<file path="src/rtl/ebr_bist.sv">
// March-style BIST for an attached EBR port: write addr^SEED everywhere, read it back, count mismatches.
// Define EBR_BIST_INV_PASS_EN to add a second pass that uses the complemented pattern.
module ebr_bist #(
  parameter string             REGMODE = "NOREG",
  parameter int                ADDR_W  = 10,
  parameter int                DATA_W  = 9,
  parameter logic [DATA_W-1:0] SEED    = 9'h155
) (
  input  logic              CLK,
  input  logic              RST,
  input  logic              START,
  output logic              BUSY,
  output logic              DONE,
  output logic              PASS,
  output logic [ADDR_W-1:0] FAIL_ADDR,
  output logic [7:0]        ERR_CNT,
  output logic [ADDR_W-1:0] AD,
  output logic [DATA_W-1:0] DI,
  output logic              WE,
  output logic              CE,
  output logic              OCE,
  input  logic [DATA_W-1:0] DO
);

  localparam int                LAT      = (REGMODE == "OUTREG") ? 2 : 1;
  localparam logic [ADDR_W-1:0] ADDR_MAX = '1;

  typedef enum logic [2:0] {
    S_IDLE,
    S_WRITE,
    S_READ,
    S_DRAIN,
    S_DONE
  } state_t;

  state_t            r_state;
  state_t            w_next;
  logic [ADDR_W-1:0] r_addr;
  logic [1:0]        r_dcnt;
  logic [7:0]        r_err;
  logic [ADDR_W-1:0] r_fail;
  logic [LAT-1:0]    r_vld_p;
  logic [DATA_W-1:0] r_exp_p [LAT];
  logic [ADDR_W-1:0] r_adr_p [LAT];
  logic              w_issue;
  logic              w_start_ok;
  logic              w_last_pass;
  logic              w_cmp_mis;
  logic [DATA_W-1:0] w_pat;

  function automatic logic [7:0] sat_inc(input logic [7:0] c);
    return (c == 8'hFF) ? c : c + 8'd1;
  endfunction

`ifdef EBR_BIST_INV_PASS_EN
  logic r_inv;

  always_ff @(posedge CLK or posedge RST) begin
    if (RST)
      r_inv <= 1'b0;
    else if (w_start_ok)
      r_inv <= 1'b0;
    else if (r_state == S_DRAIN && w_next == S_WRITE)
      r_inv <= 1'b1;
  end

  assign w_pat       = (r_addr[DATA_W-1:0] ^ SEED) ^ {DATA_W{r_inv}};
  assign w_last_pass = r_inv;
`else
  assign w_pat       = r_addr[DATA_W-1:0] ^ SEED;
  assign w_last_pass = 1'b1;
`endif

  assign w_start_ok = START && (r_state == S_IDLE || r_state == S_DONE);
  assign w_cmp_mis  = r_vld_p[LAT-1] && (DO != r_exp_p[LAT-1]);
  assign OCE        = BUSY;
  assign PASS       = DONE && (r_err == 8'd0);
  assign ERR_CNT    = r_err;
  assign FAIL_ADDR  = r_fail;

  always_ff @(posedge CLK or posedge RST) begin
    if (RST)
      r_state <= S_IDLE;
    else
      r_state <= w_next;
  end

  always_comb begin
    w_next  = r_state;
    BUSY    = 1'b0;
    DONE    = 1'b0;
    WE      = 1'b0;
    CE      = 1'b0;
    AD      = '0;
    DI      = '0;
    w_issue = 1'b0;
    case (r_state)
      S_IDLE: begin
        if (START) w_next = S_WRITE;
      end
      S_WRITE: begin
        BUSY = 1'b1;
        WE   = 1'b1;
        CE   = 1'b1;
        AD   = r_addr;
        DI   = w_pat;
        if (r_addr == ADDR_MAX) w_next = S_READ;
      end
      S_READ: begin
        BUSY    = 1'b1;
        CE      = 1'b1;
        AD      = r_addr;
        w_issue = 1'b1;
        if (r_addr == ADDR_MAX) w_next = S_DRAIN;
      end
      S_DRAIN: begin
        BUSY = 1'b1;
        if (r_dcnt == 2'(LAT - 1)) w_next = w_last_pass ? S_DONE : S_WRITE;
      end
      S_DONE: begin
        DONE = 1'b1;
        if (START) w_next = S_WRITE;
      end
      default: w_next = S_IDLE;
    endcase
  end

  always_ff @(posedge CLK or posedge RST) begin
    if (RST) begin
      r_addr <= '0;
      r_dcnt <= '0;
      r_err  <= '0;
      r_fail <= '0;
    end else if (w_start_ok) begin
      r_addr <= '0;
      r_dcnt <= '0;
      r_err  <= '0;
      r_fail <= '0;
    end else begin
      // The address counter wraps naturally from ADDR_MAX back to 0 at every phase change.
      if (r_state == S_WRITE || r_state == S_READ)
        r_addr <= r_addr + 1'b1;
      r_dcnt <= (r_state == S_DRAIN) ? r_dcnt + 2'd1 : 2'd0;
      if (w_cmp_mis) begin
        r_err <= sat_inc(r_err);
        if (r_err == 8'd0) r_fail <= r_adr_p[LAT-1];
      end
    end
  end

  // Compare pipeline: p0 is loaded at read issue, stage LAT-1 lines up with DO.
  always_ff @(posedge CLK or posedge RST) begin
    if (RST) begin
      r_vld_p <= '0;
      for (int i = 0; i < LAT; i++) begin
        r_exp_p[i] <= '0;
        r_adr_p[i] <= '0;
      end
    end else begin
      r_vld_p[0] <= w_issue;
      r_exp_p[0] <= w_pat;
      r_adr_p[0] <= r_addr;
      for (int i = 1; i < LAT; i++) begin
        r_vld_p[i] <= r_vld_p[i-1];
        r_exp_p[i] <= r_exp_p[i-1];
        r_adr_p[i] <= r_adr_p[i-1];
      end
    end
  end

endmodule
</file>
<file path="config.mk">
export PLATFORM = sky130hd
export DESIGN_NAME = ebr_bist
export DESIGN_NICKNAME = d
export VERILOG_FILES = /design/src/rtl/ebr_bist.sv
export SDC_FILE = /design/constraint.sdc
export NUM_CORES = 1
export LEC_CHECK = 0
export CAP_MARGIN = 30
export CORE_MARGIN = 10
export CORE_UTILIZATION = 60
export CTS_CLUSTER_DIAMETER = 200
export DETAILED_ROUTE_END_ITERATION = 10
export DONT_BUFFER_PORTS = 1
export PLACE_DENSITY = 0.85
export SETUP_SLACK_MARGIN = 0.2
export SYNTH_ARGS = -nofsm -noshare
export SYNTH_HDL_FRONTEND = slang
export SYNTH_SLANG_ARGS = --single-unit
</file>
<file path="constraint.sdc">
create_clock -name CLK -period 2 [get_ports CLK]
set_clock_uncertainty 0.1 [all_clocks]
set_input_delay 0.4 -clock CLK [delete_from_list [all_inputs] [get_ports CLK]]
set_output_delay 0.4 -clock CLK [all_outputs]
set_load 0.01 [all_outputs]
</file>
Yosys cells after proc, flatten, opt, wreduce, memory -nomap -nowiden
Cells that the tools add are included.

Multiplexer cells: 22. Reduce and logical (&&, ||, !) cells: 17. $add $sub $neg: 3. Bitwise gates (word level): 1. Eq/ne operators: 12.

Operators by type and width (number): two-way mux 10 bit (6); two-way mux 8 bit (3); two-way mux 3 bit (4); one-hot mux 3 bit (4 select lines) (1); adder 10 x 1 -> 10 bit (second input constant) (1); == test 10 bit (second input constant) (1); two-way mux 9 bit (1); != test 9 bit (1); adder 8 x 1 -> 8 bit (second input constant) (1); == test 8 bit (second input constant) (1); zero test 8 bit (1); != test 2 bit (second input constant) (4); == test 3 x 2 -> 1 bit (second input constant) (2); nonzero test 2 bit (3); two-way mux 1 bit (5); inverter 5 bit (1); two-way mux 2 bit (2); AND reduction 2 bit (2); AND reduction 4 bit (1); OR reduction 2 bit (2); == test 3 x 1 -> 1 bit (second input constant) (1); == test 3 bit (second input constant) (1); logical AND 1 bit (3); zero test 3 bit (1); other kinds (5) (6).

Word-level logic and storage cells: 63. Output and inout port bits: 43. Flip-flop bits (word level): 53. Input bits: 12.

Longest topological paths before layout
Gate-level depths: netlist (run 1).

Depth after elaboration: 5. Mapped depth: 8. Depth with buffers taken out: 7.

Least setup slack after synthesis (run 1)
No wires, ideal clock.

Kind: reg-to-reg. From: register r_err[0], in the netlist ERR_CNT[0]. To: register r_fail[1], in the netlist FAIL_ADDR[1]. Clock period less this slack: 1.874 ns. Data required time: 1.768 ns. Arrival time: 1.642 ns. Stages on the path, launching flop included: 9. Buffers on the path: 1. Slack: 0.126 ns. Setup time: 0.132 ns. Cells stage by stage: dfrtp_1 > inv_1 > ha_1 > nor4b_1 > nand2_1 > a311oi_1 > buf_4 > mux2i_1 > nor2_1.

Longest elaborated chain between the ends: 3.

Ends and longest elaborated chain: start: declaration (RTL line 40) `logic [7:0] r_err;`; start signal: assignment (RTL line 145) `r_err <= sat_inc(r_err);`; zero test 8 bit (RTL line 146) `if (r_err == 8'd0) r_fail <= r_adr_p[LAT-1];`; nonzero test 2 bit (no source line); AND reduction 2 bit (no source line); end signal: assignment (RTL line 146); end: declaration (RTL line 41) `logic [ADDR_W-1:0] r_fail;`.

No other way between the ends. A chain may end at the register's enable or synchronous reset.

Final worst setup path (run 1)
From: register r_err[1], in the netlist ERR_CNT[1]. To: register r_fail[0], in the netlist FAIL_ADDR[0].

Same word-level chain as after synthesis.

==> results.json, run 1 <==
{
  "cts-root-buf": "clkbuf_8",
  "initial_utilization": 0.6263,
  "post-place-cells": 282,
  "core_area_sq_mm": 0.003716,
  "report.final.hold_viol_count": 0,
  "die_width_um": 82.28,
  "synth_top_cell_by_area": "dfrtp_1",
  "netlist_area_sq_mm": 0.002327,
  "fin_ws_ns": -0.05102,
  "maxCapViolations": 0,
  "worst_slew_pin_slew_ns": 0.5454,
  "multiInputGateArea_sq_mm": 0.001262,
  "slew_viol_final": 0,
  "critical_path_class": "reg -> reg",
  "synth_ff_type": "dfrtp_1",
  "finalNonFillerCells": 308,
  "required_ns": 2.10,
  "boundaryPins": 55,
  "critPathArrivalTime_ns": 2.16,
  "ff2ff_setup_slack_ns": -0.05,
  "antenna_cells": 0,
  "clk_latency_ns": 0.32,
  "synth_nets": 240,
  "grt_overflow": 0,
  "grt_max_degree": 28,
  "timing.critical_path.to": "FAIL_ADDR[0]",
  "cts_tree": "built",
  "dp_slack_ns": 0.02506,
  "vias": 1875,
  "synth_top_area_frac": 0.5269,
  "dieHeight_um": 82.28,
  "grt.total_usage": 0.1912,
  "via_per_inst": 6.088,
  "numClockSinks": 49,
  "end_kind": "register",
  "antenna_found_initial": 0,
  "cts_made_buffers": 5,
  "place.gp.congestion": 0.8351,
  "routedWlPerCell_um": 22.94,
  "nNetsFinal": 275,
  "timing.rr.end": "FAIL_ADDR[0]",
  "grt_pass1_vias": 1866,
  "yosysWarnings": 0,
  "core.rowCount": 22,
  "hold_class": "in -> reg",
  "setup_viol": 2,
  "yosysUniqueCellTypes": 39,
  "slew-limit-headroom": 0.6359,
  "synth-edff-count": 0,
  "synth_common_cells": "dfrtp_1 (49), nor2_1 (33), inv_1 (14)",
  "fmax_mhz": 487.6,
  "fill_cells": 204,
  "dr.pass1.iters": 4,
  "path_max_fanout": 5,
  "power_density_mw_per_mm2": 1010,
  "final_layout_size_suffix_gt1_frac": 0.3731,
  "fin_crit_ns": 2.051,
  "yosysMostFrequentCell": "dfrtp_1",
  "synth_area_leaders": "dfrtp_1 (53%), nor2_1 (5.3%), mux2i_1 (4.7%)",
  "finalSetupTns_ns": -0.05177,
  "ys_seq_area_frac": 0.5269,
  "portBuffers": 0,
  "grt_pass1_wl_um": 9901,
  "p_leak_nw": 1.460,
  "cp-start-kind": "register",
  "post-route-drc-count": 0,
  "avgSynthCellArea_sq_um": 10.39,
  "status": "finished, violations left",
  "layout_worst_path_cycle_share": 1.026,
  "cts.clk_slew.worst_paths_ns": 0.10,
  "violations": "negative setup slack",
  "antenna_left": 0,
  "htreeDepth": 2,
  "die_area_sq_mm": 0.006770,
  "regArea_sq_mm": 0.001231,
  "r2r_cells": 8,
  "clk_path_buf_depth": 2,
  "drt-total-wl_um": 7065,
  "synth-async-reset-ratio": 1.000,
  "synthCells": 224,
  "r2r_start": "ERR_CNT[1]",
  "crit_start": "ERR_CNT[1]",
  "rsz0062_at_grt": "true",
  "dp_hpwl_um": 4115,
  "area_delta_synth_final_pct": 32.20,
  "drtIter0Drc": 218,
  "synth_seq_cells": 49,
  "max-vdd-ir-drop_uv": 870.8
}
through the flow:
step                cell area, sq um  power (W)  hold slack [ns]    util
global route                    3077   0.003239           0.1068  0.8279
finish                          3077   0.003106          0.08917  0.8279
floorplan                       2333   0.001787           0.2519       -
detailed placement              2516   0.002045           0.2600  0.6771
global placement                2516   0.002010           0.2471  0.6771
CTS                             2789   0.002862          0.08923  0.7505
placed cells by master (no fill, tap or decap), types with 4 or more instances in the layout:
cell / synthesis / layout
nor2_1: 33 / 24
xor2_1: 12 / 11
dfrtp_2: 0 / 4
inv_1: 14 / 9
mux2i_1: 11 / 9
nand2_1: 12 / 9
and3_1: 13 / 9
and2_4: 0 / 5
buf_6: 0 / 11
nor3_4: 0 / 4
nand3_1: 7 / 6
a41o_1: 5 / 5
and3_4: 0 / 4
buf_4: 2 / 24
clkbuf_8: 0 / 5
xnor2_1: 5 / 5
nor2_4: 0 / 10
dfrtp_1: 49 / 45
report_power, final:
group,switching [W],internal [W]
Clock,0.000369,0.000382
Combinational,0.000584,0.000455
Sequential,0.000163,0.00115
routing by layer:
| layer | track usage | up-vias | part of all wire |
|---|---|---|---|
| met5 | 0 | - | 0 |
| li1 | - | 829 | - |
| met3 | 0.06371 | 20 | 0.096 |
| met1 | 0.2314 | 929 | 0.36 |
| met2 | 0.3126 | 97 | 0.51 |
| met4 | 0.06633 | 0 | 0.032 |
how the worst min path moves through the flow:
| stage | slack, ns | to | start | cells after the start |
|---|---|---|---|---|
| 6_report | 0.09 | r_state[2] | START | 1 |
| 5_1_grt | 0.11 | r_state[2] | START | 1 |
| 4_1_cts | 0.09 | r_state[2] | START | 1 |
| 3_5_place_dp | 0.26 | ERR_CNT[6] | RST | 1 |
| 3_3_place_gp | 0.25 | ERR_CNT[6] | RST | 1 |
| 2_1_floorplan | 0.25 | r_adr_p[3] | r_addr[3] | 0 |
cell type report:
| cell class | count | share of cell area |
|---|---|---|
| tap | 48 | 0.01952 |
| clock buffer | 5 | 0.02237 |
| clock inverter | 3 | 0.01545 |
| timing repair buffer | 38 | 0.1135 |
| inverter | 14 | 0.01871 |
| multi-input combinational | 151 | 0.4103 |
| sequential | 49 | 0.4002 |
flip-flops by register name, summed over array words and instances, names as in the netlist:
register,flops
r_adr_p,10
r_exp_p,5
r_state,3
ERR_CNT,8
r_addr,10
r_dcnt,2
FAIL_ADDR,10
r_vld_p,1
critical path, cell delays in order, from the launching register on:
cell      delay [ns]
dfrtp_2         0.46
inv_2           0.09
ha_4            0.12
nor4b_4         0.18
nand2_2         0.13
a311oi_4        0.34
buf_6           0.19
mux2i_1         0.23
nor2_1          0.09
logic make-up after synthesis:
| family | synth area share |
|---|---|
| buf+inv | 0.04247 |
| fa+ha+maj | 0.02151 |
| compound gates | 0.07796 |
| flops | 0.5269 |
| mux | 0.04731 |
| xor+xnor | 0.07097 |
| simple gates | 0.2129 |
what timing repair did:
item,CTS,global route
gates cloned,0,1
resized for setup,30,48
setup buffers,6,10
setup endpoints to repair,39,44
hold buffers,1,0
pin swaps,8,19
endpoints found under the hold margin,22,0
Note: power is estimated with default switching activity, not from simulation.
==> run 2: changes to the inputs <==
--- a/config.mk
+++ b/config.mk
@@ -8,6 +8,7 @@
 export CAP_MARGIN = 30
 export CORE_MARGIN = 10
 export CORE_UTILIZATION = 60
+export CTS_BUF_LIST = sky130_fd_sc_hd__clkbuf_4
 export CTS_CLUSTER_DIAMETER = 200
 export DETAILED_ROUTE_END_ITERATION = 10
 export DONT_BUFFER_PORTS = 1
==> run 2 against run 1 <==
Effect of this change: the run still ends with negative setup slack left; clock-buffer cell count is the same; total power shrank 1.2%; via count grew 7.9%; die area is the same; fmax grew 0.65%; final area grew 2.4%; wire length grew 6.6%; critical path depth shrank 4; combinational power grew 9%; non-clock buffer count grew 4; core utilization grew 2.0 points; critical path type is now reg -> out.
==> results.json, run 2 (same netlist as run 1, synthesis figures left out) <==
{
  "critPathSlowestCell": "dfrtp_2",
  "die_width_um": 82.28,
  "hp-start": "START",
  "grt_overflow": 0,
  "r2r_start": "ERR_CNT[0]",
  "timing.rr.end": "FAIL_ADDR[0]",
  "area_delta_synth_final_pct": 35.32,
  "nNetsFinal": 280,
  "final_common_cell": "dfrtp_1",
  "clk_path_buf_depth": 2,
  "via_per_inst": 6.463,
  "hold_class": "in -> reg",
  "fmax_mhz": 490.7,
  "clock_power_share": 0.207,
  "slew-limit-headroom": 0.6318,
  "cts_tree": "built",
  "crit_family": "flip-flops",
  "initial_utilization": 0.6263,
  "sw_frac_of_total": 0.3697,
  "worst_slew_pin_slew_ns": 0.5515,
  "critPathArrivalTime_ns": 1.54,
  "crit_buf_inv": 2,
  "fin_util": 0.8475,
  "die_area_sq_mm": 0.006770,
  "violations": "negative setup slack",
  "hold_depth": 1,
  "routedWlPerCell_um": 24.07,
  "cts.clk_slew.worst_paths_ns": 0.14,
  "cpMostUsedCell": "buf_6",
  "layout_worst_path_cycle_share": 1.019,
  "slew_viol_final": 0,
  "antenna_cells": 0,
  "cts_made_buffers": 5,
  "antenna_left": 0,
  "post-place-cells": 282,
  "maxCapViolations": 0,
  "boundaryPins": 55,
  "rsz0062_at_grt": "true",
  "hold_end": "r_state[2]",
  "place.gp.congestion": 0.8351,
  "dp_hpwl_um": 4115,
  "grt_use_met3": 0.07235,
  "seqPwrFrac": 0.426,
  "grt_max_degree": 28,
  "htreeDepth": 2,
  "switchingPower_w": 0.001135,
  "p_leak_nw": 1.486,
  "dieHeight_um": 82.28,
  "power_density_mw_per_mm2": 974.9,
  "multiInputGateArea_sq_mm": 0.001323,
  "portBuffers": 0,
  "cts-root-buf": "clkbuf_4",
  "grt_most_used_layer": "met2",
  "report.final.hold_viol_count": 0,
  "max-vdd-ir-drop_uv": 896.6,
  "globalRouteMet1Util": 0.2523,
  "setup_viol": 10,
  "end_kind": "output pin",
  "path_max_fanout": 7,
  "ff2ff_setup_slack_ns": -0.03,
  "dr.pass1.iters": 5,
  "placed_area_sq_mm": 0.002516,
  "finalNonFillerCells": 313,
  "p_int_w": 0.001935,
  "fill_cells": 176,
  "grt_pass1_vias": 1982,
  "r2r_cells": 8,
  "drtIter0Drc": 214,
  "fin_ws_ns": -0.03783,
  "final_area_sq_mm": 0.003149,
  "core_area_sq_mm": 0.003716,
  "vias": 2023,
  "finalSetupTns_ns": -0.1830,
  "required_ns": 1.50,
  "dp_slack_ns": 0.02506,
  "final_layout_size_suffix_gt1_frac": 0.4151,
  "p_comb_frac": 0.367,
  "core.rowCount": 22,
  "path_cells": "xnor2_4, buf_6, nor3_4, buf_6",
  "cp-start-kind": "register",
  "clk_latency_ns": 0.39,
  "fin_crit_ns": 2.038,
  "grt_pass1_wl_um": 11010,
  "max_stage_delay_ns": 0.49,
  "grt.total_usage": 0.2159,
  "status": "finished, violations left",
  "grtUsageMet2": 0.3608,
  "post-route-drc-count": 0,
  "numClockSinks": 49,
  "critical_path_class": "reg -> out",
  "drt-total-wl_um": 7534,
  "antenna_found_initial": 0,
  "regArea_sq_mm": 0.001234,
  "final_cell_mix": "dfrtp_1 (43), buf_4 (28), nor2_1 (24)"
}
[run 2: cell types whose count changed in the layout (fill, tap and decap cells not counted), moves of 2 or more]
cell / before / now
a211oi_1: 2 / 0
a211oi_2: 0 / 2
a311oi_2: 0 / 2
buf_4: 24 / 28
clkbuf_4: 0 / 5
clkbuf_8: 5 / 0
dfrtp_1: 45 / 43
dfrtp_2: 4 / 6
[run 2: stage by stage]
stage | total power (W) | hold WS (ns)
floorplan | 0.001787 | 0.2519
global placement | 0.002010 | 0.2471
detailed placement | 0.002045 | 0.2600
CTS | 0.002927 | 0.002032
global route | 0.003208 | 0.03965
finish | 0.003070 | 0.04372
[run 2: cell type report]
class / count / share of cell area
clock buffer: 5 / 0.01192
sequential: 49 / 0.3917
timing repair buffer: 42 / 0.1232
inverter: 14 / 0.01907
multi-input combinational: 152 / 0.4199
clock inverter: 3 / 0.01510
tap: 48 / 0.01907
[run 2: how the worst max path moves through the flow]
stage | start | endpoint | slack, ns | depth (start not counted)
after global placement | ERR_CNT[1] | FAIL_ADDR[9] | 0.13 | 8
after CTS | ERR_CNT[1] | PASS | -0.01 | 5
final | r_state[1] | AD[2] | -0.04 | 4
after global routing | r_state[1] | AD[2] | -0.11 | 4
after detailed placement | ERR_CNT[1] | FAIL_ADDR[2] | 0.03 | 8
after floorplan | ERR_CNT[0] | ERR_CNT[0] | 0.22 | 6
[run 2: metal layers]
layer  share of wire  vias up
met1            0.35     1002
met4           0.046        0
li1                -      843
met3            0.11       37
met5               0        -
met2            0.50      141
[run 2: power groups by stage]
stage / clock network, W / logic [W] / registers [W]
final: 0.000636 / 0.00113 / 0.00131
after CTS: 0.000626 / 0.00101 / 0.00129
after floorplan: 0 / 0.000515 / 0.00127
after detailed placement: 0 / 0.000746 / 0.00130
after global routing: 0.000677 / 0.00121 / 0.00132
after global placement: 0 / 0.000726 / 0.00128
[run 2: timing repair]
action	in CTS	in global routing
hold buffers	1	0
pin swaps	8	10
setup buffers	16	4
gates cloned	0	2
endpoints found under the hold margin	22	0
gates resized for setup	70	20
setup endpoints to repair	43	54
